`src/rtl/au_pkg.sv`:
```
// Shared definitions for the serial arithmetic unit.
//   - sel encodings ({s1,s0}) for the four operations
//   - FSM state type
//   - beat-count helper (cycles spent in RUN per operation)
package au_pkg;

  localparam logic [1:0] AU_XFER = 2'b00;  // D = A + cin
  localparam logic [1:0] AU_ADD  = 2'b01;  // D = A + B + cin
  localparam logic [1:0] AU_SUB  = 2'b10;  // D = A + ~B + cin
  localparam logic [1:0] AU_DEC  = 2'b11;  // D = A - 1 + cin

  typedef enum logic [1:0] {
    IDLE = 2'd0,
    RUN  = 2'd1,
    DONE = 2'd2
  } au_state_e;

  function automatic int au_beats(input int width, input int slices);
    return width / slices;
  endfunction

endpackage

```
`src/rtl/au_slice.sv`:
```
// Combinational 1-bit arithmetic slice.
//   ai, bi : operand bits
//   s0, s1 : operation select; the B-side term is y = (s0 & bi) | (s1 & ~bi)
//   ci     : carry in
//   di     : sum bit  = ai ^ y ^ ci
//   co     : carry out = majority(ai, y, ci)
module au_slice (
  input  logic ai,
  input  logic bi,
  input  logic s0,
  input  logic s1,
  input  logic ci,
  output logic di,
  output logic co
);

  logic y;

  assign y  = (s0 & bi) | (s1 & ~bi);
  assign di = ai ^ y ^ ci;
  assign co = (ai & y) | (ai & ci) | (y & ci);

endmodule

```
`src/rtl/au_serial.sv`:
```
// Multi-cycle arithmetic unit: WIDTH-bit operation computed LSB-first,
// SLICES bits per clock through a ripple chain of au_slice plus a carry flop.
//
// Handshake: a transfer happens on a rising edge where valid and ready are
// both high. in_ready is high only in IDLE; out_valid is high only in DONE.
// in_valid outside IDLE and out_ready outside DONE are ignored.
//
// Ports:
//   clk, rst            clock, synchronous active-high reset
//   in_valid/in_ready   operand handshake (a, b, sel, cin sampled on accept)
//   out_valid/out_ready result handshake
//   d                   result
//   cout, zero, ovf     carry out, d == 0, signed overflow
// All outputs come from registers; no combinational input-to-output path.
module au_serial
  import au_pkg::*;
#(
  parameter int WIDTH  = 8,
  parameter int SLICES = 1
) (
  input  logic             clk,
  input  logic             rst,
  input  logic             in_valid,
  output logic             in_ready,
  input  logic [WIDTH-1:0] a,
  input  logic [WIDTH-1:0] b,
  input  logic [1:0]       sel,
  input  logic             cin,
  output logic             out_valid,
  input  logic             out_ready,
  output logic [WIDTH-1:0] d,
  output logic             cout,
  output logic             zero,
  output logic             ovf
);

  localparam int BEATS = au_beats(WIDTH, SLICES);
  localparam int CW    = (BEATS > 1) ? $clog2(BEATS) : 1;

  au_state_e        state;
  logic [WIDTH-1:0] a_sr;
  logic [WIDTH-1:0] b_sr;
  logic [WIDTH-1:0] res_sr;
  logic [1:0]       sel_r;
  logic             carry_ff;
  logic [CW-1:0]    count;
  logic [WIDTH-1:0] d_r;
  logic             cout_r;
  logic             zero_r;
  logic             ovf_r;

  // Ripple chain: c[0] is the carry held from the previous beat.
  logic [SLICES:0]   c;
  logic [SLICES-1:0] slice_d;
  logic [WIDTH-1:0]  res_next;
  logic              last_beat;

  assign c[0] = carry_ff;

  for (genvar i = 0; i < SLICES; i++) begin : g_chain
    au_slice u_slice (
      .ai (a_sr[i]),
      .bi (b_sr[i]),
      .s0 (sel_r[0]),
      .s1 (sel_r[1]),
      .ci (c[i]),
      .di (slice_d[i]),
      .co (c[i+1])
    );
  end

  // New bits enter at the MSB end; after BEATS shifts bit 0 of the result
  // has reached position 0. Written with shifts so SLICES == WIDTH works.
  assign res_next  = (res_sr >> SLICES) | (WIDTH'(slice_d) << (WIDTH - SLICES));
  assign last_beat = (count == CW'(BEATS - 1));

  always_ff @(posedge clk) begin
    if (rst) begin
      state    <= IDLE;
      a_sr     <= '0;
      b_sr     <= '0;
      res_sr   <= '0;
      sel_r    <= '0;
      carry_ff <= 1'b0;
      count    <= '0;
      d_r      <= '0;
      cout_r   <= 1'b0;
      zero_r   <= 1'b0;
      ovf_r    <= 1'b0;
    end else begin
      case (state)
        IDLE: begin
          if (in_valid) begin
            a_sr     <= a;
            b_sr     <= b;
            sel_r    <= sel;
            carry_ff <= cin;
            count    <= '0;
            state    <= RUN;
          end
        end
        RUN: begin
          a_sr     <= a_sr >> SLICES;
          b_sr     <= b_sr >> SLICES;
          res_sr   <= res_next;
          carry_ff <= c[SLICES];
          count    <= count + CW'(1);
          if (last_beat) begin
            // The top slice of the last beat is bit WIDTH-1.
            d_r    <= res_next;
            cout_r <= c[SLICES];
            zero_r <= (res_next == '0);
            ovf_r  <= c[SLICES] ^ c[SLICES-1];
            state  <= DONE;
          end
        end
        DONE: begin
          if (out_ready) state <= IDLE;
        end
        default: state <= IDLE;
      endcase
    end
  end

  assign in_ready  = (state == IDLE);
  assign out_valid = (state == DONE);
  assign d         = d_r;
  assign cout      = cout_r;
  assign zero      = zero_r;
  assign ovf       = ovf_r;

endmodule

```
`config.mk`:
```
export PLATFORM = sky130hd
export DESIGN_NAME = au_serial
export DESIGN_NICKNAME = d
export VERILOG_FILES = /design/src/rtl/au_pkg.sv /design/src/rtl/au_slice.sv /design/src/rtl/au_serial.sv
export SDC_FILE = /design/constraint.sdc
export NUM_CORES = 1
export LEC_CHECK = 0
export CAP_MARGIN = 0
export CORE_MARGIN = 10
export CORE_UTILIZATION = 54
export CTS_CLUSTER_DIAMETER = 200
export DETAILED_ROUTE_END_ITERATION = 7
export PLACE_DENSITY = 0.83
export SYNTH_ARGS = -nofsm -noshare
export SYNTH_HDL_FRONTEND = slang
export SYNTH_SLANG_ARGS = --single-unit
```
`constraint.sdc`:
```
create_clock -name clk -period 2.87 [get_ports clk]
set_clock_uncertainty 0.2 [all_clocks]
set_input_delay 0.7175 -clock clk [delete_from_list [all_inputs] [get_ports clk]]
set_output_delay 0.7175 -clock clk [all_outputs]
set_load 0.05 [all_outputs]
```
==> flow_summary.ini <==
[cts]
cts_made_buffers = 5
cts.sink_count = 42
cts.root.buffer_cell = sky130_fd_sc_hd__clkbuf_4
post-cts-setup-buffers = 0
clock_latency_reported_for_the_late_side_of_the_worst_skew_pair_ns = 0.34
post_cts_hold_buffer_count = 0
clk_pin_slew_worst_paths_ns = 0.11
clockBufferDepth = 2
tritoncts = done
cts-htree-levels = 2

[layout]
final_common_cell = sky130_fd_sc_hd__nand2_1
antenna-diode-count = 0
syn_to_final_growth_pct = 19.8
layout.cells.most_common_list = 51 x sky130_fd_sc_hd__nand2_1, 42 x sky130_fd_sc_hd__dfxtp_1, 34 x sky130_fd_sc_hd__clkdlybuf4s50_1, 32 x sky130_fd_sc_hd__a21oi_1, 24 x sky130_fd_sc_hd__nor2_1
multi_input_area_sq_um = 862
nets = 265
n_fill_cell = 299
seq_area_sq_um = 841
layout-drive-gt1-share_pct = 9.21

[power]
switching_power_uw = 270
p_leak_uw = 0.000816
design_power_total_uw = 1050
seq_power_share_pct = 60.1
clock_power_share_pct = 25.1
net_sw_share_pct = 25.8
p_comb_share_pct = 14.8
power_per_cell_area_nw_per_um2 = 476
ir_drop_mv = 0.283
internal_power_uw = 777

[sta]
setup_viol = 0
timing_max_transition_violations_final = 0
worst_slew_pin_slew_ns = 0.519
worst_slew_margin_rel_pct = 65.4
rsz0062_at_grt = no
timing.final.crit_share_pct = 92.2
achievable-frequency_mhz = 378
fin_tns_setup_ns = 0
hold_viol_final = 0
final_period_minus_worst_setup_slack_ns = 2.65

[job]
drv.max_cap_violation_count = 0

[die]
floorplan.io_pins = 36
floorplan.core_area_sq_um = 3310
rows = 21
start_util_pct = 55.5
fp.dieW_um = 78.3
die_h_um = 78.3
design.die.area_sq_um = 6130

[synth]
mappedNetlistArea_sq_um = 1840
yosys_warnings = 0
synthCells = 211
seq_area_frac_synth_pct = 45.8
yosys.cell_types.count = 33
syn_avg_cell_area_sq_um = 8.71
mappedNetlistNets = 237
synth.ff_latch_count = 42

[global_routing]
grtUsageTotal_pct = 13.0
first_pass_grt_wire_length_mm = 6.67
global_route.overflow_total = 0
grt_start_max_net_pins = 35
first_global_vias = 1450
antenna_violations_before_repair = 0

[status]
status = completed

[worst_setup_path]
path_delay_family = buffers and inverters
worst-path-max-fanout = 11
cp_slowest_cell = sky130_fd_sc_hd__clkdlybuf4s50_1
crit_chain = nor2_1 -> clkdlybuf4s50_1
critical_path_cell_count = 2
r2r_end = zero$_SDFFE_PP0P_
timing.rr.start = b_sr[0]$_SDFFE_PP0P_
worst-setup-path-type = reg -> out
crit_path_end_kind = output port
largest_incremental_delay_on_the_critical_path_ns = 0.81
worst-path-buf-inv = 1
cp_data_required_time_ns = 1.95
r2r.worst_path.cells = 5
flop2flop_setup_slack_ns = 0.97
critical_path_arrival_ns = 1.73
critPathLaunchType = register

[placement]
dp.final_hpwl_mm = 2.73
gp_congestion = 0.766
io_buffer_count = 35

[drt]
first_iter_violations = 97
wirelength_mm = 3.94
dr.pass1.iters = 4
route.detailed.wl_per_inst_um = 13.8
vias_per_cell = 5.39
antenna_left = 0
route.detailed.drc = 0
routed-via-count = 1537

[hold_path]
hold_class = reg -> reg
hp-start = d[6]$_SDFFE_PP0P_
whs_endpoint = d[6]$_SDFFE_PP0P_
timing.hold.worst_path_depth = 2
## per-stage QoR
step | hold WS [ns] | utilization [%] | instances | setup slack (ns) | area, sq um
after floorplan | 0.245 | - | 211 | 0.733 | 1840
after detailed placement | 0.252 | 65.0 | 278 | 0.417 | 2150
after global routing | 0.285 | 66.5 | 285 | 0.0913 | 2200
after global placement | 0.243 | 65.0 | 278 | 0.441 | 2150
after CTS | 0.268 | 66.4 | 285 | 0.0323 | 2200
final | 0.264 | 66.5 | 285 | 0.223 | 2200
## kinds of logic (layout without fill, tap and decap cells)
group	after synthesis	in the layout	synth area share (%)
mux	4	4	2.25
compound gates	56	56	22.1
fa+ha+maj	3	3	2.45
flops	42	42	45.8
xor+xnor	1	1	0.477
simple gates	86	86	19.6
buf+inv	19	47	7.29
## cell type report
cell class | instances | share of cell area (%)
clock buffer | 7 | 2.05
sequential | 42 | 38.2
timing repair buffer | 38 | 17.6
inverter | 2 | 0.341
tap | 46 | 2.62
multi-input combinational | 150 | 39.2
## worst min-delay path, stage by stage (launching register included)
cell                      delay, ns
sky130_fd_sc_hd__dfxtp_1       0.32
sky130_fd_sc_hd__nand2_1       0.05
sky130_fd_sc_hd__a21oi_1       0.05
## state kept, by name, summed over array words and instances (netlist names), 2 cells and up
name / count
a_sr: 8
b_sr: 8
count: 3
d: 8
res_sr: 7
sel_r: 2
state: 2
## what timing repair did
action                                  in CTS  in global routing
gates resized for setup                      0                  1
endpoints found under the setup margin       0                  1
hold endpoints to repair                     0                  0
## cell usage after synthesis, drive strengths merged
| cell type | instances | share of area, % |
|---|---|---|
| fa | 1 | 1.1 |
| o22ai | 1 | 0.34 |
| xnor2 | 1 | 0.48 |
| nor4 | 2 | 0.68 |
| or2b | 1 | 0.48 |
| nand2 | 51 | 10 |
| buf | 13 | 6.1 |
| nand3 | 1 | 0.27 |
| a22oi | 3 | 1.2 |
| nand2b | 1 | 0.34 |
| and3b | 1 | 0.48 |
| a211oi | 16 | 9.0 |
| o21ba | 1 | 0.54 |
| nor3 | 1 | 0.27 |
| clkbuf | 4 | 0.82 |
| dfxtp | 42 | 46 |
| a21oi | 32 | 8.7 |
| nor3b | 1 | 0.68 |
| mux2 | 1 | 0.61 |
| inv | 2 | 0.41 |
| nand3b | 1 | 0.41 |
| ha | 2 | 1.4 |
| o2bb2ai | 1 | 0.48 |
| a311oi | 1 | 0.82 |
| mux2i | 3 | 1.6 |
| nor2b | 2 | 0.68 |
| nor2 | 24 | 4.9 |
| o21bai | 1 | 1.0 |
## layer usage
layer / track usage (%) / part of all wire (%) / wire [um] / up-vias
met4: 5.02 / 1.2 / 47 / 0
met2: 21.1 / 48 / 1900 / 42
met3: 3.99 / 5.6 / 220 / 7
met5: 0 / 0 / 0 / -
met1: 15.8 / 45 / 1770 / 717
li1: - / - / - / 771
## worst max-delay path by stage
stage | startpoint | end | slack [ns]
floorplan | state[1]$_SDFFE_PP0P_ | out_valid | 0.73
global placement | state[1]$_SDFFE_PP0P_ | out_valid | 0.44
detailed placement | state[1]$_SDFFE_PP0P_ | out_valid | 0.42
CTS | state[1]$_SDFFE_PP0P_ | out_valid | 0.03
global route | state[0]$_SDFFE_PP0P_ | in_ready | 0.09
finish | state[0]$_SDFFE_PP0P_ | in_ready | 0.22
## power groups by stage
| stage | Clock (uW) | Sequential [uW] | Combinational (uW) |
|---|---|---|---|
| after floorplan | 0 | 635 | 117 |
| after global placement | 0 | 641 | 152 |
| after detailed placement | 0 | 643 | 153 |
| after CTS | 268 | 630 | 155 |
| after global routing | 295 | 635 | 171 |
| final | 263 | 630 | 155 |
Power figures use the tool's default switching activity.
